[config.mk]
export PLATFORM = sky130hd
export DESIGN_NAME = ibis_video_timing
export DESIGN_NICKNAME = d
export VERILOG_FILES = /design/src/rtl/ibis_video_pkg.sv /design/src/rtl/ibis_timing_axis.sv /design/src/rtl/ibis_video_timing.sv
export SDC_FILE = /design/constraint.sdc
export NUM_CORES = 1
export LEC_CHECK = 0
export ABC_AREA = 1
export CAP_MARGIN = 40
export CORE_ASPECT_RATIO = 1.1
export CORE_MARGIN = 5
export CORE_UTILIZATION = 66
export DETAILED_ROUTE_END_ITERATION = 6
export HOLD_SLACK_MARGIN = 0.06
export PLACE_DENSITY_LB_ADDON = 0.3
export SYNTH_ARGS = -nofsm -noshare
export SYNTH_HDL_FRONTEND = slang
export SYNTH_HIERARCHICAL = 1
export SYNTH_SLANG_ARGS = --single-unit
[constraint.sdc]
create_clock -name aclk -period 3.8 [get_ports aclk]
set_input_delay 0.95 -clock aclk [delete_from_list [all_inputs] [get_ports aclk]]
set_output_delay 0.95 -clock aclk [all_outputs]
set_load 0.02 [all_outputs]
[src/rtl/ibis_video_pkg.sv]
// ibis_video_pkg: shared raster timing types for the video timing generator
package ibis_video_pkg;
    localparam int COORD_W = 12;
    typedef enum logic [1:0] {PH_ACTIVE, PH_FRONT, PH_SYNC, PH_BACK} phase_t;
    typedef struct packed {
        logic [COORD_W-1:0] active;
        logic [COORD_W-1:0] front;
        logic [COORD_W-1:0] sync;
        logic [COORD_W-1:0] back;
    } timing_t;
endpackage

[src/rtl/ibis_timing_axis.sv]
// ibis_timing_axis: one raster axis counter with phase decode and wrap strobe
module ibis_timing_axis
    import ibis_video_pkg::*;
(
    input  logic               aclk,
    input  logic               aresetn,
    input  timing_t            timing,
    input  logic               step,
    input  logic               clear,
    output logic [COORD_W-1:0] count,
    output phase_t             phase,
    output logic               wrap
);
    logic [COORD_W:0] pos, a_end, f_end, s_end, last;
    assign pos   = {1'b0, count};
    assign a_end = {1'b0, timing.active};
    assign f_end = a_end + {1'b0, timing.front};
    assign s_end = f_end + {1'b0, timing.sync};
    assign last  = s_end + {1'b0, timing.back} - (COORD_W+1)'(1);
    assign wrap  = step && !clear && pos == last;
    always_comb phase = pos < a_end ? PH_ACTIVE : pos < f_end ? PH_FRONT : pos < s_end ? PH_SYNC : PH_BACK;
    // a clear that coincides with a step already consumes position 0
    always_ff @(posedge aclk)
        if (!aresetn) count <= '0;
        else if (clear) count <= step ? COORD_W'(1) : '0;
        else if (step) count <= pos == last ? '0 : count + COORD_W'(1);
endmodule

[src/rtl/ibis_video_timing.sv]
// ibis_video_timing: raster timing generator feeding the TMDS encoders
module ibis_video_timing
    import ibis_video_pkg::*;
#(
    parameter int   H_ACTIVE   = 640,
    parameter int   H_FRONT    = 16,
    parameter int   H_SYNC     = 96,
    parameter int   H_BACK     = 48,
    parameter int   V_ACTIVE   = 480,
    parameter int   V_FRONT    = 10,
    parameter int   V_SYNC     = 2,
    parameter int   V_BACK     = 33,
    parameter logic H_SYNC_POL = 1'b0,
    parameter logic V_SYNC_POL = 1'b0
) (
    input  logic               aclk,
    input  logic               aresetn,
    input  logic               enable,
    input  logic               restart,
    output logic               data_enable,
    output logic [1:0]         control,
    output logic [COORD_W-1:0] x,
    output logic [COORD_W-1:0] y,
    output logic               line_start,
    output logic               frame_start
);
    localparam int H_TOTAL = H_ACTIVE + H_FRONT + H_SYNC + H_BACK;
    localparam int V_TOTAL = V_ACTIVE + V_FRONT + V_SYNC + V_BACK;
    generate
        if (H_TOTAL > 4096 || V_TOTAL > 4096 || H_ACTIVE < 1 || H_FRONT < 1 || H_SYNC < 1 || H_BACK < 1 ||
            V_ACTIVE < 1 || V_FRONT < 1 || V_SYNC < 1 || V_BACK < 1) begin : g_bad_params
            $error("ibis_video_timing: illegal timing parameters");
        end
    endgenerate
    localparam timing_t H_T = '{COORD_W'(H_ACTIVE), COORD_W'(H_FRONT), COORD_W'(H_SYNC), COORD_W'(H_BACK)};
    localparam timing_t V_T = '{COORD_W'(V_ACTIVE), COORD_W'(V_FRONT), COORD_W'(V_SYNC), COORD_W'(V_BACK)};
    logic [COORD_W-1:0] h_count, v_count;
    phase_t h_phase, v_phase;
    logic h_wrap, v_wrap, clear, origin;
    assign clear = enable && restart;
    ibis_timing_axis u_h (
        .aclk(aclk), .aresetn(aresetn), .timing(H_T), .step(enable), .clear(clear),
        .count(h_count), .phase(h_phase), .wrap(h_wrap)
    );
    ibis_timing_axis u_v (
        .aclk(aclk), .aresetn(aresetn), .timing(V_T), .step(h_wrap), .clear(clear),
        .count(v_count), .phase(v_phase), .wrap(v_wrap)
    );
    // origin: counters sit at (0,0), true after reset or a full-frame wrap
    always_ff @(posedge aclk)
        if (!aresetn) begin
            origin      <= 1'b1;
            data_enable <= 1'b0;
            control     <= {~V_SYNC_POL, ~H_SYNC_POL};
            x           <= '0;
            y           <= '0;
            line_start  <= 1'b0;
            frame_start <= 1'b0;
        end else if (enable) begin
            origin      <= v_wrap;
            data_enable <= restart || (h_phase == PH_ACTIVE && v_phase == PH_ACTIVE);
            control     <= restart ? {~V_SYNC_POL, ~H_SYNC_POL}
                         : {v_phase == PH_SYNC ? V_SYNC_POL : ~V_SYNC_POL, h_phase == PH_SYNC ? H_SYNC_POL : ~H_SYNC_POL};
            x           <= restart ? '0 : h_count;
            y           <= restart ? '0 : v_count;
            line_start  <= restart || h_count == '0;
            frame_start <= restart || origin;
        end
endmodule

# After elaboration in Yosys (flattened, before gate mapping)
# Index checks and enable logic that the tools add are counted.
totals:
  reg_bits: 54
  input_bits: 4
  out_inout_bits: 29
  elab_cells: 55
op_classes:
  addsub: 2
  n_lt_le_gt_ge: 6
  n_eq_ne: 4
  muxes: 19
  n_reduce_logical: 15
op_table:
  columns: ["cell", "n"]
  rows:
  - ["2-to-1 mux 12 bit", 8]
  - ["less-than comparator 12 x 10 -> 1 bit (second input constant)", 3]
  - ["less-than comparator 12 x 9 -> 1 bit (second input constant)", 3]
  - ["adder 12 x 1 -> 12 bit (second input constant)", 2]
  - ["== test 12 x 10 -> 1 bit (second input constant)", 2]
  - ["logical NOT 12 bit", 1]
  - ["2-to-1 mux 2 bit", 5]
  - ["logical AND 1 bit", 6]
  - ["2-to-1 mux 1 bit", 6]
  - ["== test 2 bit (second input constant)", 2]
  - ["logical NOT 2 bit", 2]
  - ["nonzero test 2 bit", 2]
  - ["logical OR 1 bit", 3]
  - ["logical NOT 1 bit", 1]

# Depth between registers and ports, before layout
logic_depth:
  word_depth: 7
  ltp_mapped: 36
  ltp_nobuf: 36

# Cells and area by module
# The synthesis kept the hierarchy.
modules_own_cells:
  columns: ["module", "n_inst", "cells_per_inst", "area_per_inst_um2", "seq_area_each_um2"]
  rows:
  - ["ibis_timing_axis (u_h)", 1, 632, 3896.2, 240.2]
  - ["ibis_timing_axis (u_v)", 1, 615, 3741.1, 240.2]
  - ["ibis_video_timing", 1, 154, 1306.3, 600.6]

# Worst setup path after synthesis
# Ideal clock, no wire load.
synth_timing:
  path_kind: "input -> register"
  from: "input port enable"
  to: "register u_v.count[3]"
  setup_ps: 70
  arrival_ps: 2337
  t_required_ps: 3730
  setup_slack_ps: 1393
  stages: 12
  path_buffers: 1
  path_cell_list: "buf_6 > nand2_1 > inv_1 > nor2_1 > inv_1 > nor2_1 > nand2_1 > inv_1 > o21ai_0 > a21oi_1 > nand2_1 > a21oi_1"
synth_between:
  elab_chain_len: 5
synth_lines:
  columns: ["element", "line_no", "rtl"]
  rows:
  - ["from (decl)", "ibis_video_timing.sv:18", "input logic enable,"]
  - ["logical AND 1 bit", "ibis_video_timing.sv:40", "assign clear = enable && restart;"]
  - ["named net clear", "ibis_video_timing.sv:39", "logic h_wrap, v_wrap, clear, origin;"]
  - ["logical NOT 1 bit", "ibis_timing_axis.sv:20", "assign wrap = step && !clear && pos == last;"]
  - ["logical AND 1 bit (2 in a row)", "ibis_timing_axis.sv:20", null]
  - ["named net h_wrap", "ibis_video_timing.sv:39", null]
  - ["nonzero test 2 bit (no source line)", null, null]
  - ["to (signal assigned)", "ibis_timing_axis.sv:25", "else if (clear) count <= step ? COORD_W'(1) : '0;"]
  - ["to (signal assigned)", "ibis_timing_axis.sv:26", "else if (step) count <= pos == last ? '0 : count + COORD_W'(1);"]
  - ["to (decl)", "ibis_timing_axis.sv:10", "output logic [COORD_W-1:0] count,"]
# The timed path passes the listed nets, and every way through them passes these cells.
# A chain may end at the register's enable or synchronous reset.

# Worst setup path after layout
layout_timing:
  from: "register u_h.count[3]"
  to: "register u_v.count[4]"
layout_between:
  elab_chain_len: 3
layout_lines:
  columns: ["element", "line_no"]
  rows:
  - ["from (decl)", "ibis_timing_axis.sv:10"]
  - ["from (signal assigned)", "ibis_timing_axis.sv:25"]
  - ["from (signal assigned)", "ibis_timing_axis.sv:26"]
  - ["== test 12 x 10 -> 1 bit", "ibis_timing_axis.sv:20"]
  - ["logical AND 1 bit", "ibis_timing_axis.sv:20"]
  - ["named net h_wrap", "ibis_video_timing.sv:39"]
  - ["nonzero test 2 bit (no source line)", null]
# The timed path passes the listed nets, and every way through them passes these cells.

==> results by group <==
Critical path
  • Crit path DAT: 3.22 ns
  • Kind of critical path: flop to flop
  • Critical register-to-register path endpoint: u_v/count[4]$_SDFFE_PN0P_
  • Endpoint type of the worst setup path: flop
  • Required time worst endpoint: between 4 and 5 ns
  • Top fanout value on the critical path: 11
  • Nature of the critical path startpoint: flop
  • Worst r2r src: u_h/count[3]$_SDFFE_PN0P_
  • Worst reg-to-reg setup slack: roughly 0.81 ns
  • Path depth of the worst reg2reg path: 16

CTS
  • CTS max path bufs: 2
  • Cell chosen for the clock root: sky130_fd_sc_hd__clkbuf_16
  • CTS H-Tree Depth: 2
  • Clock sink count: 54
  • Setup Buffers After CTS: 0
  • Clock input transition at the sequential cells of the worst setup and hold paths: around 0.070 ns
  • CTS tree: built
  • Worst-Skew Late Latency: 0.29 ns
  • CTS hold repair buffers: 0
  • Number of buffers created by CTS: 5
  • Quantity of gates resized following cts: 0

Floorplanning
  • Initial standard-cell utilization of the core: 67.41%
  • Die H: around 130 um
  • Floorplan Core Area: about 13000 um2
  • Die boundary width: approximately 120 um
  • Die area: 15980 um2
  • Placement Rows: 44
  • IO Pins: 33

Place
  • Final GP Congestion: a little under 0.9
  • # placed instances: 1728
  • Port Buf Inserts: 32
  • Detailed Place HPWL: around 18000 um

Timing
  • Final setup violation count: 0
  • Final setup skew: 0.003566 ns
  • Unrepaired setup endpoints after global routing: false
  • Fin. max-slew vios: 0
  • Fmax achieved: roughly 0.33 GHz
  • Final Hold Fails: 0
  • Relative slew slack: a little over two fifths
  • Final critical path time including I/O delays and setup: ~3 ns
  • Share of the cycle needed by the critical path after routing: 78.78%
  • Measured slew at the worst slew-check pin: slightly below 0.9 ns
  • Final setup TNS: 0 ns

Yosys
  • Top-count cell post-synth: sky130_fd_sc_hd__nand2_1
  • Area of the mapped netlist: between 8000 and 9000 um2
  • Library cell with the largest summed area after synthesis: sky130_fd_sc_hd__ha_1
  • Post-synthesis average cell area: approximately 6.4 um2
  • Share of async-settable or async-resettable flops after synthesis: 0%
  • Number of register bits inferred by synthesis: 54
  • Total of warnings raised by yosys: 6
  • Most used DFF post-synth: sky130_fd_sc_hd__dfxtp_1
  • Synthesized instance count: ~1400
  • Most used standard cells in the synthesized netlist: 360 x sky130_fd_sc_hd__nand2_1, 267 x sky130_fd_sc_hd__inv_1, 158 x sky130_fd_sc_hd__ha_1
  • Proportion of synthesized chip area in sequential cells: 12.09%
  • Number of distinct library cell variants in the gate-level netlist after synthesis: 47
  • Fraction of post-synthesis cell area in the top cell type by area: approximately 22%
  • Cell types occupying the most area after synthesis: sky130_fd_sc_hd__ha_1 22%, sky130_fd_sc_hd__nand2_1 15%, sky130_fd_sc_hd__dfxtp_1 12%, sky130_fd_sc_hd__inv_1 11%, sky130_fd_sc_hd__a21oi_1 5.3%
  • Number of synthesized flops with an enable pin: 0

Layout
  • Share of final-layout standard cells stronger than drive strength 1: under 10%
  • Count of placed standard cells in the final layout, fillers left out: 1736
  • Number of nets at the end of the flow: between 1500 and 2000
  • Count of fill cells added during filler insertion: between 1000 and 1500
  • Synth-to-Final Area Change: 11.75%
  • Diode count: 0

Pwr
  • Switching Power: ~2.5 mW
  • Share of total power in sequential cells: approximately an eighth
  • VDD IR-drop max: about 380 uV
  • Switch share: a little over half
  • Power density over cell area: 477.8 nW/um2
  • Clock network power share: under 10%
  • Internal power: roughly 2.3 mW
  • Leakage power total: 5.506 nW
  • Combinational cell fraction of total power: between 70% and 80%

Drt
  • Post-route ant nets: 0
  • Number of detailed-route iterations in the first pass: 7
  • Total length of routed wires: approximately 22000 um
  • DR vias: roughly 9000
  • Via density per instance: 5.138
  • Wire per inst: roughly 12 um
  • Remaining DRCs: 0
  • Count of routing violations after the opening detailed-route iteration: approximately 520

Outcome
  • Result of the run: finished clean

Hold path
  • Worst min-delay path startpoint: x[7]$_SDFFE_PN0P_
  • Worst min-delay path class: flop to flop
  • Worst Hold End: x[7]$_SDFFE_PN0P_
  • Hold Path Depth: 2

Global routing
  • Pin count of the biggest net entering global routing: 31
  • Via count of the first global-routing pass: roughly 8600
  • Wire length of the first global-routing pass: around 37000 um
  • Grt total ovfl: 0
  • All-Layer GR Usage: 27.07%
  • Initial antenna violation count: 0

Run
  • Max Cap Viol: 0
==> per-layer routing <==
layer	GRT usage [%]	part of all wire, %	vias up
li1	-	-	4638
met1	30.90	41	4023
met2	51.59	52	204
met3	3.391	4.2	54
met4	8.123	2.8	0
met5	0	0	-
==> sequential cells by signal, indices dropped and copies added, names as in the netlist <==
name / flops
u_h/count: 12
u_v/count: 12
x: 12
y: 12
control: 2
data_enable: 1
frame_start: 1
line_start: 1
origin: 1
==> per-stage QoR <==
stage                     hold slack, ns  utilization (%)  setup slack (ns)  instance area, um2  total power, mW
final                             0.4764            75.33            0.8065                9995            4.775
after global routing              0.4881            75.33            0.4396                9995            5.349
after CTS                         0.4795            75.33            0.8518                9995            4.227
after detailed placement          0.4681            74.23            0.6081                9848            3.769
after global placement            0.4448            74.23            0.7757                9848            3.732
after floorplan                   0.4296                -             1.393                9409            3.635
==> critical path, stage by stage, from the launching register on <==
cell and delay, ns:
sky130_fd_sc_hd__dfxtp_1 0.64, sky130_fd_sc_hd__inv_1 0.12, sky130_fd_sc_hd__nand3_1 0.10, sky130_fd_sc_hd__nand2_1 0.05
sky130_fd_sc_hd__nor2_1 0.13, sky130_fd_sc_hd__nand2_1 0.09, sky130_fd_sc_hd__nor3_1 0.17, sky130_fd_sc_hd__nand4_1 0.12
sky130_fd_sc_hd__nor2_1 0.11, sky130_fd_sc_hd__nand4_1 0.17, sky130_fd_sc_hd__nor2_1 0.23, sky130_fd_sc_hd__nand2_1 0.22
sky130_fd_sc_hd__inv_1 0.26, sky130_fd_sc_hd__o21ai_0 0.16, sky130_fd_sc_hd__a21oi_1 0.16, sky130_fd_sc_hd__nand2_1 0.07
sky130_fd_sc_hd__a21oi_1 0.13
==> logic make-up (layout without fill, tap and decap cells) <==
kind of cell	count (synthesis)	after routing	synth area share (%)
XOR/XNOR	67	67	6.715
buffers and inverters	289	316	13.08
adder cells (fa/ha/maj)	164	164	23.45
other	2	126	0.08397
flip-flops	54	54	12.09
AO/OA/AOI/OAI	192	192	13.23
AND/OR/NAND/NOR	633	633	31.35
==> area by class of cell <==
class	instances	area (um2)	area share, %
repair buffers	36	350.3	3.505
flip-flops and latches	54	1081	10.82
well taps	184	230.2	2.303
inverters	272	1028	10.29
multi-input cells	1182	7158	71.62
clock buffers	5	125.1	1.252
clock inverters	3	21.27	0.2128
==> power groups by stage <==
stage | combinational [mW] | sequential [mW] | clock, mW
6_report | 3.73 | 0.579 | 0.465
2_1_floorplan | 3.04 | 0.595 | 0
3_5_place_dp | 3.18 | 0.592 | 0
4_1_cts | 3.18 | 0.579 | 0.465
5_1_grt | 4.28 | 0.579 | 0.488
3_3_place_gp | 3.14 | 0.592 | 0
==> placed cells by master (no fill, tap or decap), types with 3 or more instances in the layout <==
cell	Yosys	routed
sky130_fd_sc_hd__nand2_1	360	360
sky130_fd_sc_hd__inv_1	267	267
sky130_fd_sc_hd__ha_1	158	158
sky130_fd_sc_hd__conb_1	2	126
sky130_fd_sc_hd__nor2_1	98	98
sky130_fd_sc_hd__a21oi_1	94	94
sky130_fd_sc_hd__nand3_1	63	63
sky130_fd_sc_hd__dfxtp_1	54	54
sky130_fd_sc_hd__xor2_1	48	48
sky130_fd_sc_hd__nand2_2	37	37
sky130_fd_sc_hd__a21oi_2	34	34
sky130_fd_sc_hd__clkdlybuf4s50_1	0	32
sky130_fd_sc_hd__o21ai_0	24	24
sky130_fd_sc_hd__nor3_1	18	18
sky130_fd_sc_hd__xnor2_1	18	18
sky130_fd_sc_hd__nand3_2	17	17
sky130_fd_sc_hd__nand4_1	15	15
sky130_fd_sc_hd__nor2_2	9	9
sky130_fd_sc_hd__a21o_1	9	9
sky130_fd_sc_hd__nand3b_1	6	6
sky130_fd_sc_hd__a31oi_1	6	6
sky130_fd_sc_hd__o21bai_1	6	6
sky130_fd_sc_hd__fa_1	6	6
sky130_fd_sc_hd__clkbuf_16	0	5
sky130_fd_sc_hd__buf_4	0	4
sky130_fd_sc_hd__a21boi_0	4	4
sky130_fd_sc_hd__or2_2	4	4
sky130_fd_sc_hd__o2111ai_1	3	3
sky130_fd_sc_hd__a211oi_1	3	3
==> how the worst max path moves through the flow <==
stage / to / from
after detailed placement: u_v/count[4]$_SDFFE_PN0P_ / enable
after global placement: u_v/count[10]$_SDFFE_PN0P_ / enable
after CTS: u_v/count[4]$_SDFFE_PN0P_ / u_h/count[3]$_SDFFE_PN0P_
final: u_v/count[4]$_SDFFE_PN0P_ / u_h/count[3]$_SDFFE_PN0P_
after global routing: u_v/count[4]$_SDFFE_PN0P_ / u_h/count[3]$_SDFFE_PN0P_
after floorplan: u_v/count[3]$_SDFFE_PN0P_ / enable
No activity file was read; power rests on OpenSTA's default activity.
==> patch 1: new RTL, same flow settings <==
Change the package constant `COORD_W` from 12 to 18.
--- a/src/rtl/ibis_video_pkg.sv
+++ b/src/rtl/ibis_video_pkg.sv
@@ -1,6 +1,6 @@
 // ibis_video_pkg: shared raster timing types for the video timing generator
 package ibis_video_pkg;
-    localparam int COORD_W = 12;
+    localparam int COORD_W = 18;
     typedef enum logic [1:0] {PH_ACTIVE, PH_FRONT, PH_SYNC, PH_BACK} phase_t;
     typedef struct packed {
         logic [COORD_W-1:0] active;
Interface: changed (resized x and y); port bits go from 33 to 45. The function was not compared with the original's and may differ.
==> patch 1 against the original RTL <==
Sequential cell count increased by 24; synthesized area grew 55%; routed wire length rose by 74%; register-to-register slack got worse by 0.08 ns; final area grew 56%; sequential power up 43%; worst setup slack lost 0.24 ns; final cell count is 61% higher; power grew 75%; combinational power rose by 76%.
==> patch 1: results (changes against the original RTL) <==
Placement
  • Number of port buffers: 44 (+38%)
  • Post-DP Area: 15300 um^2 (+55%)
  • HPWL after DPL: 30.9 mm (+75%)
  • Placer Congestion: 0.957 (+8.2%)

Synthesis
  • Top cells by area, synth: ha_1 (21%), nand2_1 (18%), inv_1 (12%)
  • Compound-Gate Fraction of Synth Area: 12.2% (-1.0 points)
  • Yosys cell types: 56 (+19%)
  • Post-Synth XOR/XNOR Area: 6.62% (-0.091 points)
  • Sequential area share after synthesis: 11.3% (-0.82 points)
  • Adder-cell area share of the yosys netlist: 21.6% (-1.8 points)
  • Most frequent cells after synthesis: nand2_1 (652), inv_1 (429), ha_1 (230)

Timing
  • Min Hold Slack: 0.462 ns (-0.0144 ns)
  • Layout Skew: 0.00627 ns (+0.00271 ns)
  • Slew headroom: 57.7% (+16 points)

GRT
  • Largest net degree at the start of global routing: 44 (+42%)
  • Global-route wire length before repair: 64.0 mm (+73%)
  • GRT met3 Usage: 2.87% (-0.52 points)
  • Met2 Usage GRT: 58.7% (+7.1 points)
  • GRT Overall Usage: 31.3% (+4.2 points)

Critical path
  • Worst r2r src: u_h/count[5]$_SDFFE_PN0P_
  • Top delay family on crit path: buffers and inverters
  • Worst EP arrival: 3.50 ns (+0.28 ns)
  • R2R Setup Slk: 0.73 ns (-0.08 ns)
  • CP max-delay cell: clkdlybuf4s50_1
  • CP peak stage delay: 0.62 ns (-0.02 ns)
  • CP Max Fanout: 18 (+7)

Layout
  • Fillers: 1738 (+57%)
  • Share of cells above drive strength 1: 5.09% (-2.7 points)

Clock network
  • Num CTS Buffers: 9 (+4)
  • Skew-Pair Late Insertion Delay: 0.34 ns (+0.05 ns)

Route
  • Via density: 5.35 (+4.2%)
  • Drt initial violations: 998 (+93%)
  • Met3 wire len: 1.59 mm (+77%)
  • DR WL/cell: 13.5 um (+8.5%)
  • Pre-antenna DRT Iters: 5 (-2)
  • WL met1: 14.8 mm (+66%)
  • Routed met2 length: 18.7 mm (+67%)
  • DR vias: 14900 (+68%)

Outcome
  • Status: finished clean

Power
  • Peak VDD IR: 0.248 mV (-35%)
  • Leakage: 8.62 nW (+57%)
## patch 1: worst register-to-register path, cell delays in order (launching register included)
cell     delay, ns
dfxtp_1       0.50
xor2_1        0.27
nand3_1       0.10
nand3_1       0.07
nor2_1        0.18
nand3_1       0.15
nor2_1        0.13
nand4_1       0.10
nor2_1        0.11
nand4_1       0.11
nor2_1        0.22
inv_1         0.09
nor2_1        0.09
buf_4         0.28
o21ai_0       0.20
a21oi_1       0.19
nand2_1       0.08
a21oi_1       0.12
## patch 1: final cells by class
class	count	share of cell area, %
tap	256	2.05
sequential	78	9.99
clock buffer	11	1.55
inverter	439	10.6
multi-input combinational	1939	71.6
clock inverter	5	0.528
timing repair buffer	63	3.73
## patch 1: cell families after synthesis
family	after synthesis
buf+inv	464
fa+ha+maj	236
compound gates	304
flops	78
simple gates	1103
other cells	2
xor+xnor	104
## patch 1: worst paths after layout
kind | end | cells past startpoint
setup / recovery | u_v/count[13]$_SDFFE_PN0P_ | 13
hold / removal | y[3]$_SDFFE_PN0P_ | 2
hold reg to reg | y[3]$_SDFFE_PN0P_ | 2
setup reg to reg | u_v/count[13]$_SDFFE_PN0P_ | 17
## patch 1: through the flow
step | utilization (%) | power [mW]
2_1_floorplan | - | 6.11
3_3_place_gp | 74.1 | 6.34
3_5_place_dp | 74.1 | 6.40
4_1_cts | 75.7 | 7.34
5_1_grt | 75.7 | 9.36
6_report | 75.7 | 8.36
## patch 1: power by group
part / leakage (nW) / total, mW / internal, mW / switching [mW]
clock network: 0.160 / 0.949 / 0.595 / 0.354
registers: 0.630 / 0.827 / 0.823 / 0.00392
logic: 7.83 / 6.58 / 2.42 / 4.17
==> patch 2: new RTL, config.mk and constraints unchanged <==
Without the edit above. Make the reset (`aresetn`) asynchronous in 2 clocked blocks.
--- a/src/rtl/ibis_timing_axis.sv
+++ b/src/rtl/ibis_timing_axis.sv
@@ -20,7 +20,7 @@
     assign wrap  = step && !clear && pos == last;
     always_comb phase = pos < a_end ? PH_ACTIVE : pos < f_end ? PH_FRONT : pos < s_end ? PH_SYNC : PH_BACK;
     // a clear that coincides with a step already consumes position 0
-    always_ff @(posedge aclk)
+    always_ff @(posedge aclk or negedge aresetn)
         if (!aresetn) count <= '0;
         else if (clear) count <= step ? COORD_W'(1) : '0;
         else if (step) count <= pos == last ? '0 : count + COORD_W'(1);
--- a/src/rtl/ibis_video_timing.sv
+++ b/src/rtl/ibis_video_timing.sv
@@ -47,7 +47,7 @@
         .count(v_count), .phase(v_phase), .wrap(v_wrap)
     );
     // origin: counters sit at (0,0), true after reset or a full-frame wrap
-    always_ff @(posedge aclk)
+    always_ff @(posedge aclk or negedge aresetn)
         if (!aresetn) begin
             origin      <= 1'b1;
             data_enable <= 1'b0;
Function: differs if aresetn is asserted again (counterexample within 4 cycles, from zero or initial values and one cycle with aresetn low); with aresetn held inactive, the same outputs for 10 cycles.
==> patch 2 against the original RTL <==
Critical path depth shrank 3; die area shrank 1.2%; sequential cell count is the same; power grew 1.0%; synthesized area shrank 1.3%; fmax grew 1.2%; routed wire length shrank 5.7%; worst setup slack gained 0.037 ns; clock power grew 4.3%; final area shrank 1.2%; critical path type is now in -> reg; largest cell class unchanged; highest routed layer unchanged.
==> patch 2: results (changes against the original RTL) <==
Layout
  • Post-layout nets: 1661 (-3.4%)
  • Share of cells above drive strength 1: 4.95% (-2.8 points)
  • Fillers: 1113 (+0.72%)

Route
  • Pre-antenna DRT Iters: 5 (-2)
  • DR vias: 8625 (-3.3%)
  • Total wire length: 20.4 mm (-5.7%)
  • WL met1: 8.48 mm (-4.7%)
  • Routed met2 length: 10.2 mm (-8.4%)
  • Met3 wire len: 688 um (-24%)

Placement
  • Setup WS pre-CTS: 0.626 ns (+0.0184 ns)
  • Placer Congestion: 0.910 (+2.9%)
  • HPWL after DPL: 16.9 mm (-4.4%)

Synthesis
  • Async set or reset register ratio after synthesis: 100% (+100 points)
  • Sequential area share after synthesis: 15.4% (+3.3 points)
  • Compound-Gate Fraction of Synth Area: 11.9% (-1.3 points)
  • Yosys cell types: 48 (+2.1%)
  • Most frequent cells after synthesis: nand2_1 (358), inv_1 (259), ha_1 (158)
  • Adder-cell area share of the yosys netlist: 23.8% (+0.31 points)

Power
  • Peak VDD IR: 0.363 mV (-4.7%)
  • Net Sw Power: 2.52 mW (+0.72%)
  • Combinational Power Share: 77.0% (-1.1 points)
  • Power in the clock group: 0.485 mW (+4.3%)

Outcome
  • Status: finished clean

GRT
  • Global-route wire length before repair: 34.8 mm (-6.0%)
  • Met1 GRT Util: 29.7% (-1.2 points)
  • Met2 Usage GRT: 47.5% (-4.1 points)
  • Vias in the first global route: 8119 (-5.0%)
  • Largest net degree at the start of global routing: 30 (-3.2%)
  • GRT Overall Usage: 25.7% (-1.4 points)
  • GRT met3 Usage: 2.75% (-0.64 points)

Critical path
  • CP max-delay cell: nor2_1
  • CP peak stage delay: 0.51 ns (-0.13 ns)
  • Worst R2R End: u_v/count[6]$_DFFE_PN0P_
  • FF-to-FF path depth: 15 (-1)
  • Worst r2r src: u_h/count[2]$_DFFE_PN0P_
  • Worst EP arrival: 3.20 ns (-0.02 ns)
  • Critical Path Start: enable
  • R2R Setup Slk: 0.86 ns (+0.05 ns)

Timing
  • Layout Skew: 0.00469 ns (+0.00112 ns)
  • Worst-Margin Slew: 0.786 ns (-0.0862 ns)
  • Setup ws final: 0.843 ns (+0.0369 ns)
  • Min Hold Slack: 0.495 ns (+0.0188 ns)

Hold path
  • Worst Hold Endpoint: x[11]$_DFFE_PN0P_
  • Hold path startpoint: x[11]$_DFFE_PN0P_
-- patch 2: area by class of cell --
class                           instances  area share, %
Clock buffer                            5           1.27
Multi-Input combinational cell       1135           69.2
Tap cell                              161           2.04
Clock inverter                          3          0.291
Timing Repair Buffer                   36           3.50
Sequential cell                        54           13.7
Inverter                              261           9.99
-- patch 2: metrics by stage --
step	cells	area (um^2)
floorplan	1463	9290
global placement	1647	9730
detailed placement	1647	9730
CTS	1655	9880
global route	1655	9880
finish	1655	9880
-- patch 2: worst register-to-register path: stages, from the launching register on --
cell and delay [ns]:
dfrtp_1 0.62, xnor2_1 0.19, nand3_1 0.09, nor2_1 0.17, nand3_1 0.10, nor2_1 0.10, nand4_1 0.08, nor2_1 0.11
nand4_1 0.11, nor2_1 0.18, inv_1 0.06, nor2_1 0.51, inv_1 0.16, nor3_1 0.27, nand2_1 0.08, nand2_1 0.06
